`config.mk`:
```
export PLATFORM = sky130hd
export DESIGN_NAME = apb_master
export DESIGN_NICKNAME = d
export VERILOG_FILES = /design/src/rtl/apb_pkg.sv /design/src/rtl/apb_timeout_cnt.sv /design/src/rtl/apb_master.sv
export SDC_FILE = /design/constraint.sdc
export NUM_CORES = 1
export LEC_CHECK = 0
export ABC_AREA = 1
export CORE_AREA = 2 2 102 104
export CTS_BUF_LIST = sky130_fd_sc_hd__clkbuf_2 sky130_fd_sc_hd__clkbuf_4 sky130_fd_sc_hd__clkbuf_8
export CTS_CLUSTER_DIAMETER = 30
export CTS_CLUSTER_SIZE = 16
export DETAILED_ROUTE_END_ITERATION = 7
export DIE_AREA = 0 0 104 106
export GPL_TIMING_DRIVEN = 0
export PLACE_DENSITY = 0.81
export SKIP_CTS_REPAIR_TIMING = 1
export SLEW_MARGIN = 20
export SYNTH_ARGS = -nofsm -noshare
export SYNTH_HDL_FRONTEND = slang
export SYNTH_SLANG_ARGS = --single-unit
```
`constraint.sdc`:
```
create_clock -name PCLK -period 1.9 [get_ports PCLK]
set_clock_uncertainty 0.15 [all_clocks]
set_input_delay 0.19 -clock PCLK [delete_from_list [all_inputs] [get_ports PCLK]]
set_output_delay 0.19 -clock PCLK [all_outputs]
set_load 0.02 [all_outputs]
```
`src/rtl/apb_pkg.sv`:
```
// rtl/apb_pkg.sv - state encoding and default bus widths shared by the APB requester
package apb_pkg;

  localparam int APB_ADDR_W = 32;
  localparam int APB_DATA_W = 32;

  typedef enum logic [1:0] {
    IDLE   = 2'b00,
    SETUP  = 2'b01,
    ACCESS = 2'b10
  } apb_state_t;

endpackage

```
`src/rtl/apb_timeout_cnt.sv`:
```
// rtl/apb_timeout_cnt.sv - ACCESS wait-cycle watchdog, instantiated only under APB_MASTER_TIMEOUT_EN
module apb_timeout_cnt #(
  parameter int TIMEOUT = 16
) (
  input  logic i_clk,
  input  logic i_rst_n,
  input  logic i_clr,
  input  logic i_en,
  output logic o_expire
);

  localparam int CNT_W = $clog2(TIMEOUT + 1);
  localparam logic [CNT_W-1:0] LAST_WAIT = CNT_W'(TIMEOUT - 1);
  localparam logic [CNT_W-1:0] ONE = CNT_W'(1);

  logic [CNT_W-1:0] r_cnt;

  always_ff @(posedge i_clk or negedge i_rst_n) begin
    if (!i_rst_n) begin
      r_cnt <= '0;
    end else if (i_clr) begin
      r_cnt <= '0;
    end else if (i_en && (r_cnt != LAST_WAIT)) begin
      r_cnt <= r_cnt + ONE;
    end
  end

  // Combinational so the master aborts on the very edge that ends the last wait cycle
  assign o_expire = i_en && (r_cnt == LAST_WAIT);

endmodule

```
`src/rtl/apb_master.sv`:
```
// rtl/apb_master.sv - valid/ready command port to APB SETUP/ACCESS requester
// Optional ACCESS watchdog enabled by defining APB_MASTER_TIMEOUT_EN.
module apb_master
  import apb_pkg::*;
#(
  parameter int ADDR_W  = APB_ADDR_W,
  parameter int DATA_W  = APB_DATA_W,
  parameter int TIMEOUT = 16
) (
  input  logic              PCLK,
  input  logic              PRESETn,
  input  logic              cmd_valid,
  output logic              cmd_ready,
  input  logic              cmd_write,
  input  logic [ADDR_W-1:0] cmd_addr,
  input  logic [DATA_W-1:0] cmd_wdata,
  output logic              rsp_valid,
  output logic [DATA_W-1:0] rsp_rdata,
  output logic              rsp_err,
  output logic              rsp_timeout,
  output logic              PSEL,
  output logic              PENABLE,
  output logic              PWRITE,
  output logic [ADDR_W-1:0] PADDR,
  output logic [DATA_W-1:0] PWDATA,
  input  logic [DATA_W-1:0] PRDATA,
  input  logic              PREADY,
  input  logic              PSLVERR
);

  if (TIMEOUT < 1) begin : g_bad_timeout
    $error("apb_master: TIMEOUT must be at least 1");
  end

  apb_state_t        r_state;
  logic              r_psel;
  logic              r_penable;
  logic              r_pwrite;
  logic [ADDR_W-1:0] r_paddr;
  logic [DATA_W-1:0] r_pwdata;
  logic              r_rsp_valid;
  logic [DATA_W-1:0] r_rsp_rdata;
  logic              r_rsp_err;
  logic              w_accept;

  // Ready is combinational on PREADY so a new command can chain straight into SETUP
  assign cmd_ready = (r_state == IDLE) || ((r_state == ACCESS) && PREADY);
  assign w_accept  = cmd_valid && cmd_ready;

`ifdef APB_MASTER_TIMEOUT_EN
  logic r_rsp_timeout;
  logic w_expire;

  apb_timeout_cnt #(
    .TIMEOUT (TIMEOUT)
  ) u_timeout_cnt (
    .i_clk    (PCLK),
    .i_rst_n  (PRESETn),
    .i_clr    (r_state == SETUP),
    .i_en     ((r_state == ACCESS) && !PREADY),
    .o_expire (w_expire)
  );

  assign rsp_timeout = r_rsp_timeout;
`else
  assign rsp_timeout = 1'b0;
`endif

  always_ff @(posedge PCLK or negedge PRESETn) begin
    if (!PRESETn) begin
      r_state     <= IDLE;
      r_psel      <= 1'b0;
      r_penable   <= 1'b0;
      r_pwrite    <= 1'b0;
      r_paddr     <= '0;
      r_pwdata    <= '0;
      r_rsp_valid <= 1'b0;
      r_rsp_rdata <= '0;
      r_rsp_err   <= 1'b0;
`ifdef APB_MASTER_TIMEOUT_EN
      r_rsp_timeout <= 1'b0;
`endif
    end else begin
      r_rsp_valid <= 1'b0;
`ifdef APB_MASTER_TIMEOUT_EN
      r_rsp_timeout <= 1'b0;
`endif
      // Address/data are only loaded on acceptance and otherwise hold, including in IDLE
      if (w_accept) begin
        r_pwrite <= cmd_write;
        r_paddr  <= cmd_addr;
        r_pwdata <= cmd_wdata;
      end

      case (r_state)
        IDLE: begin
          if (cmd_valid) begin
            r_state   <= SETUP;
            r_psel    <= 1'b1;
            r_penable <= 1'b0;
          end
        end
        SETUP: begin
          r_state   <= ACCESS;
          r_penable <= 1'b1;
        end
        ACCESS: begin
          if (PREADY) begin
            r_rsp_valid <= 1'b1;
            r_rsp_rdata <= r_pwrite ? '0 : PRDATA;
            r_rsp_err   <= PSLVERR;
            r_penable   <= 1'b0;
            if (cmd_valid) begin
              r_state <= SETUP;
              r_psel  <= 1'b1;
            end else begin
              r_state <= IDLE;
              r_psel  <= 1'b0;
            end
          end
`ifdef APB_MASTER_TIMEOUT_EN
          else if (w_expire) begin
            r_rsp_valid   <= 1'b1;
            r_rsp_rdata   <= '0;
            r_rsp_err     <= 1'b1;
            r_rsp_timeout <= 1'b1;
            r_state       <= IDLE;
            r_psel        <= 1'b0;
            r_penable     <= 1'b0;
          end
`endif
        end
        default: begin
          r_state   <= IDLE;
          r_psel    <= 1'b0;
          r_penable <= 1'b0;
        end
      endcase
    end
  end

  assign PSEL      = r_psel;
  assign PENABLE   = r_penable;
  assign PWRITE    = r_pwrite;
  assign PADDR     = r_paddr;
  assign PWDATA    = r_pwdata;
  assign rsp_valid = r_rsp_valid;
  assign rsp_rdata = r_rsp_rdata;
  assign rsp_err   = r_rsp_err;

endmodule

```
==> results.md, run 1 <==
- CTS tree: yes
- Status: complete, no violations
- Worst-path fanout max: 7
- Critical path buffers and inverters: 1
- Pleak: roughly 3.1 nW
- DR WL/cell: 13.8 um
- Max Cap Violations: 0
- Period utilization: 94.1%
- CP required: 1.56 ns
- Routed wire length: 11000 um
- Hpwl dp: 8180 um
- Dpl cells: 781
- YS warnings: 0
- Detail Route Antenna Nets: 0
- Synth area leader: dfrtp_1
- Distinct cell type count after synthesis: 14
- Unrepaired setup endpoints after global routing: no
- CP peak stage delay: 0.66 ns
- Mean Syn Cell Area: 8.99 um2
- Synth top area cells: dfrtp_1 64%, nand2_1 25%, o21ai_0 4.0%
- First-pass GRT wire length: 17900 um
- I/O pin count: 205
- Initial DRC count: 182
- Tmin final: around 1.8 ns
- Vias per cell: 4.55
- Slowest cell on the critical path: clkdlybuf4s50_1
- Port Buf Inserts: ~200
- Starting density of the core: roughly 40%
- Clock Latency Late Sink: approximately 0.34 ns
- P&R area growth vs syn: 61.6%
- Share of the yosys chip area belonging to registers: 64.4%
- Setup violators final: 0
- Die Width: around 100 um
- Largest net degree at the start of global routing: 83
- Core area: about 10000 um2
- Via count: 3620
- Gr ovfl total: 0
- H-tree levels: 3
- Crit Path Category: reg -> out
- Total CTS buffers: 9
- DRT Pass-1 Iters: 4
- GPL Wtd Cong: 0.781
- Worst Setup Start Kind: register
- FF+latch count, synth: 102
- Worst setup path start: r_state[1]$_DFFE_PN0P_
- Power per cell area: 1270 nW/um2
- Num rows: 37
- Remaining DRCs: 0
- Initial antenna violation count: 0
- Vias in the first global route: 3649
- Nets@finish: 759
- Post-synth top area share: 64.4%
- Critical path, cell by cell: clkdlybuf4s50_1
- Synth Instances: 441
- Final Hold Slack: 0.104 ns
- Clk slew on worst S/H paths: 0.09 ns
- Largest delay contributor family on the critical path: buffers and inverters
- Synthesized area: around 4000 um2
- Final Power: approximately 0.0081 W
- Final slew viol count: 0
- Fmax achieved: approximately 560 MHz
- Syn Nets: 543
- Cell Count, Final, Fillers Out: 795
- Worst EP arrival: 1.45 ns
- Fin util: 64.1%
- Layout cell share with drive strength beyond 1: 5.77%
- Hold Crit Class: in -> async
- Fin. Hold Viols: 0
- Die area: 11000 um2
- Antenna diodes: 0
- Root Buffer: clkbuf_8
- Crit end category: output pin
- GRT Total Usage: about a fifth
- # clock sinks: 102
- Worst-case clock buffer depth: 2
- Worst vdd ir: ~570 uV
- Die Y: 106 um
- RR Startpoint: r_state[0]$_DFFE_PN0P_
-- kinds of logic after synthesis --
logic type / synth area share, %
AO/OA/AOI/OAI: 4.17
AND/OR/NAND/NOR: 26.1
buffers and inverters: 5.24
other: 0.0946
flip-flops: 64.4
-- per-layer routing --
layer / routed length, um / share of wire [%] / track usage [%] / vias up
met5: 0 / 0 / 0 / -
met2: 5340 / 49 / 33.7 / 147
met3: 775 / 7.1 / 5.21 / 18
li1: - / - / - / 1766
met1: 4640 / 42 / 25.1 / 1689
met4: 200 / 1.8 / 6.47 / 0
-- stage by stage --
step | cell area (um2) | setup TNS, ns | setup slack (ns)
5_1_grt | 6410 | 0 | 0.0620
3_5_place_dp | 6190 | 0 | 0.0809
3_3_place_gp | 6170 | -328.44 | -3.23
4_1_cts | 6390 | -0.0450 | -0.0450
2_1_floorplan | 3960 | 0 | 0.510
6_report | 6410 | 0 | 0.112
-- sequential cells by signal, summed over array words and instances (netlist names) --
| register | count |
|---|---|
| rsp_err | 1 |
| PWDATA | 32 |
| r_state | 2 |
| rsp_rdata | 32 |
| PADDR | 32 |
| PSEL | 1 |
| rsp_valid | 1 |
| PWRITE | 1 |
-- where the power goes --
part | internal (W) | switching (W)
logic | 0.00168 | 0.00182
registers | 0.00284 | 0.000381
clock network | 0.000721 | 0.000700
total | 0.00524 | 0.00290
-- synthesized netlist by cell type, drive strengths merged --
library cell	instances
nand2	268
inv	7
a21oi	1
nand3	4
clkbuf	5
dfrtp	102
o21ai	32
nor2	1
conb	1
buf	20
-- layout by cell type, fill, tap and decap left out --
master	n
dlygate4sd3_1	1
nand3_1	3
nand2_1	268
o21ai_0	32
bufinv_16	2
dfrtp_1	102
buf_16	1
buf_2	4
a21oi_1	1
buf_4	10
nand3_2	1
inv_1	5
clkbuf_1	5
buf_6	7
clkinvlp_4	2
clkbuf_8	9
inv_2	2
conb_1	1
dlymetal6s2s_1	1
clkdlybuf4s50_1	201
nor2_1	1
-- cell type report --
cell class                      count  area (um2)
Buffer                             25         181
Clock buffer                        9         124
Clock inverter                      4        75.1
Fill cell                         854        3590
Inverter                            7        26.3
Multi-Input combinational cell    307        1200
Sequential cell                   102        2550
Tap cell                          136         170
Timing Repair Buffer              205        2070
-- worst paths after layout --
path                                             end  slack (ns)  cells past startpoint
setup / recovery                             PENABLE        0.11                      1
hold / removal                 PWDATA[5]$_DFFE_PN0P_        0.10                      2
setup reg to reg            rsp_rdata[7]$_DFFE_PN0P_        0.38                      6
hold reg to reg                     PSEL$_DFFE_PN0P_        0.33                      2
max in group asynchronous  rsp_rdata[24]$_DFFE_PN0P_        0.83                      3
min in group PCLK             PWDATA[19]$_DFFE_PN0P_        0.22                      3
(Power assumes the default switching activity.)
==> run 2: changes to the inputs <==
Settings changed: CORE_AREA 2 2 102 104 to 2 2 107 109, DIE_AREA 0 0 104 106 to 0 0 109 111, PLACE_DENSITY 0.81 to 0.77.
Clock period 1.9 ns to 1.5 ns, I/O delays scaled along.
==> results.md, run 2 (synthesized netlist as in run 1, its figures left out) <==
- Status: complete, no violations
- # clock sinks: 102
- Worst-case clock buffer depth: 2
- Die Width: 109 um
- Hpwl dp: 8160 um
- Remaining DRCs: 0
- Initial DRC count: 157
- Power per cell area: 1500 nW/um2
- P&R area growth vs syn: 68.3%
- Antenna diodes: 0
- Hold Crit Class: in -> async
- Detail Route Antenna Nets: 0
- Combinational cell fraction of total power: a little over two fifths
- Root Buffer: clkbuf_8
- Nets@finish: 760
- Fin util: approximately 60%
- Max Cap Violations: 0
- DR WL/cell: 13.8 um
- Tmin final: 1.44 ns
- Clk slew on worst S/H paths: 0.08 ns
- First-pass GRT wire length: 17500 um
- Most frequent cells in the layout: 268 x nand2_1, 101 x dfrtp_1, 101 x dlymetal6s2s_1
- Core area: 11100 um2
- Routed wire length: 11100 um
- Register Area: 2550 um2
- Initial antenna violation count: 0
- DRT Pass-1 Iters: 4
- Clock power frac: 16.4%
- Crit end category: output pin
- Commonest non-fill, non-tap cell in the layout: nand2_1
- H-tree levels: 3
- Largest net degree at the start of global routing: 60
- Final slew viol count: 0
- Design Area, Final: 6670 um2
- Die Y: 111 um
- P_sw: 0.00359 W
- Seq pwr share: between 40% and 50%
- CP required: 1.20 ns
- GPL Wtd Cong: 0.783
- Layout fillers: 915
- Clock Latency Late Sink: 0.35 ns
- Pleak: 4.38 nW
- Via count: ~3600
- Starting density of the core: between 30% and 40%
- Unrepaired setup endpoints after global routing: no
- Fmax achieved: 694 MHz
- P_int: 0.00638 W
- Total CTS buffers: 9
- Multi-input gate area: 1210 um2
- Die area: 12100 um2
- I/O pin count: around 200
- Fin. Hold Viols: 0
- Gr ovfl total: 0
- RR Startpoint: r_state[0]$_DFFE_PN0P_
- Period utilization: a little over nine tenths
- CTS tree: yes
- DP Area: 6200 um2
- Worst EP arrival: 1.14 ns
- Worst vdd ir: 683 uV
- Vias per cell: 4.51
- Final Hold Slack: between 0.1 and 0.15 ns
- Vias in the first global route: ~3600
- Worst Setup Start Kind: register
- Worst setup path start: r_state[1]$_DFFE_PN0P_
- Setup violators final: 0
- Port Buf Inserts: slightly above 200
- Worst-path fanout max: 5
- Num rows: 39
- Switching share of power: 36.0%
- Layout cell share with drive strength beyond 1: 6.82%
- Final TNS setup: 0 ns
- Crit Path Category: reg -> out
- GRT Total Usage: 18.3%
[run 2: changes by cell type in the layout (fill, tap and decap cells not counted), sizes merged]
cell           change
clkdlybuf4s50    -101
dlymetal6s2s     +100
buf                +2
clkbuf             +2
clkinvlp           -2
clkinv             +1
bufinv             -1
[run 2: critical path, stage by stage (launching register included)]
cell            delay [ns]
dfrtp_2               0.44
buf_4                 0.15
dlymetal6s2s_1        0.20
[run 2: layout make-up]
class	instances	share of cell area (%)
Sequential cell	102	38.3
Timing Repair Buffer	206	34.9
Multi-Input combinational cell	307	18.1
Buffer	25	2.94
Tap cell	143	2.68
Clock buffer	11	2.18
Clock inverter	2	0.525
Inverter	7	0.394
[run 2: final timing paths]
kind                                          end  slack [ns]  depth (start not counted)
setup / recovery                          PENABLE        0.06                          2
hold / removal              PWDATA[7]$_DFFE_PN0P_        0.12                          2
setup reg to reg           PWDATA[12]$_DFFE_PN0P_        0.11                          6
hold reg to reg             PADDR[18]$_DFFE_PN0P_        0.33                          2
max in group asynchronous  r_state[1]$_DFFE_PN0P_        0.44                          3
min in group PCLK          PWDATA[27]$_DFFE_PN0P_        0.17                          3
[run 2: power groups by stage]
| stage | clock [W] | sequential [W] | combinational, W |
|---|---|---|---|
| final | 0.00163 | 0.00405 | 0.00429 |
| after detailed placement | 0 | 0.00412 | 0.00447 |
| after CTS | 0.00170 | 0.00408 | 0.00448 |
| after floorplan | 0 | 0.00515 | 0.000990 |
| after global routing | 0.00183 | 0.00416 | 0.00463 |
| after global placement | 0 | 0.00409 | 0.00438 |
[run 2: through the flow]
step	cells	total power, W	worst slack, ns
after floorplan	441	0.00614	0.110
after global placement	787	0.00847	-3.62
after detailed placement	788	0.00859	-0.289
after CTS	801	0.0103	-0.448
after global routing	803	0.0106	0.00320
final	803	0.00998	0.0594
[run 2: layer usage]
metal  track usage [%]  vias up  part of all wire [%]
li1                  -     1775                     -
met1              22.9     1694                    41
met2              30.1      128                    50
met3              4.06       22                   6.8
met4              8.03        0                   2.5
met5                 0        -                     0
==> run 3: changes to the inputs <==
Settings changed: GPL_ROUTABILITY_DRIVEN from default to 1.
==> results of run 3 <==
No change in the layout: final DEF, timing and power equal those of run 2.
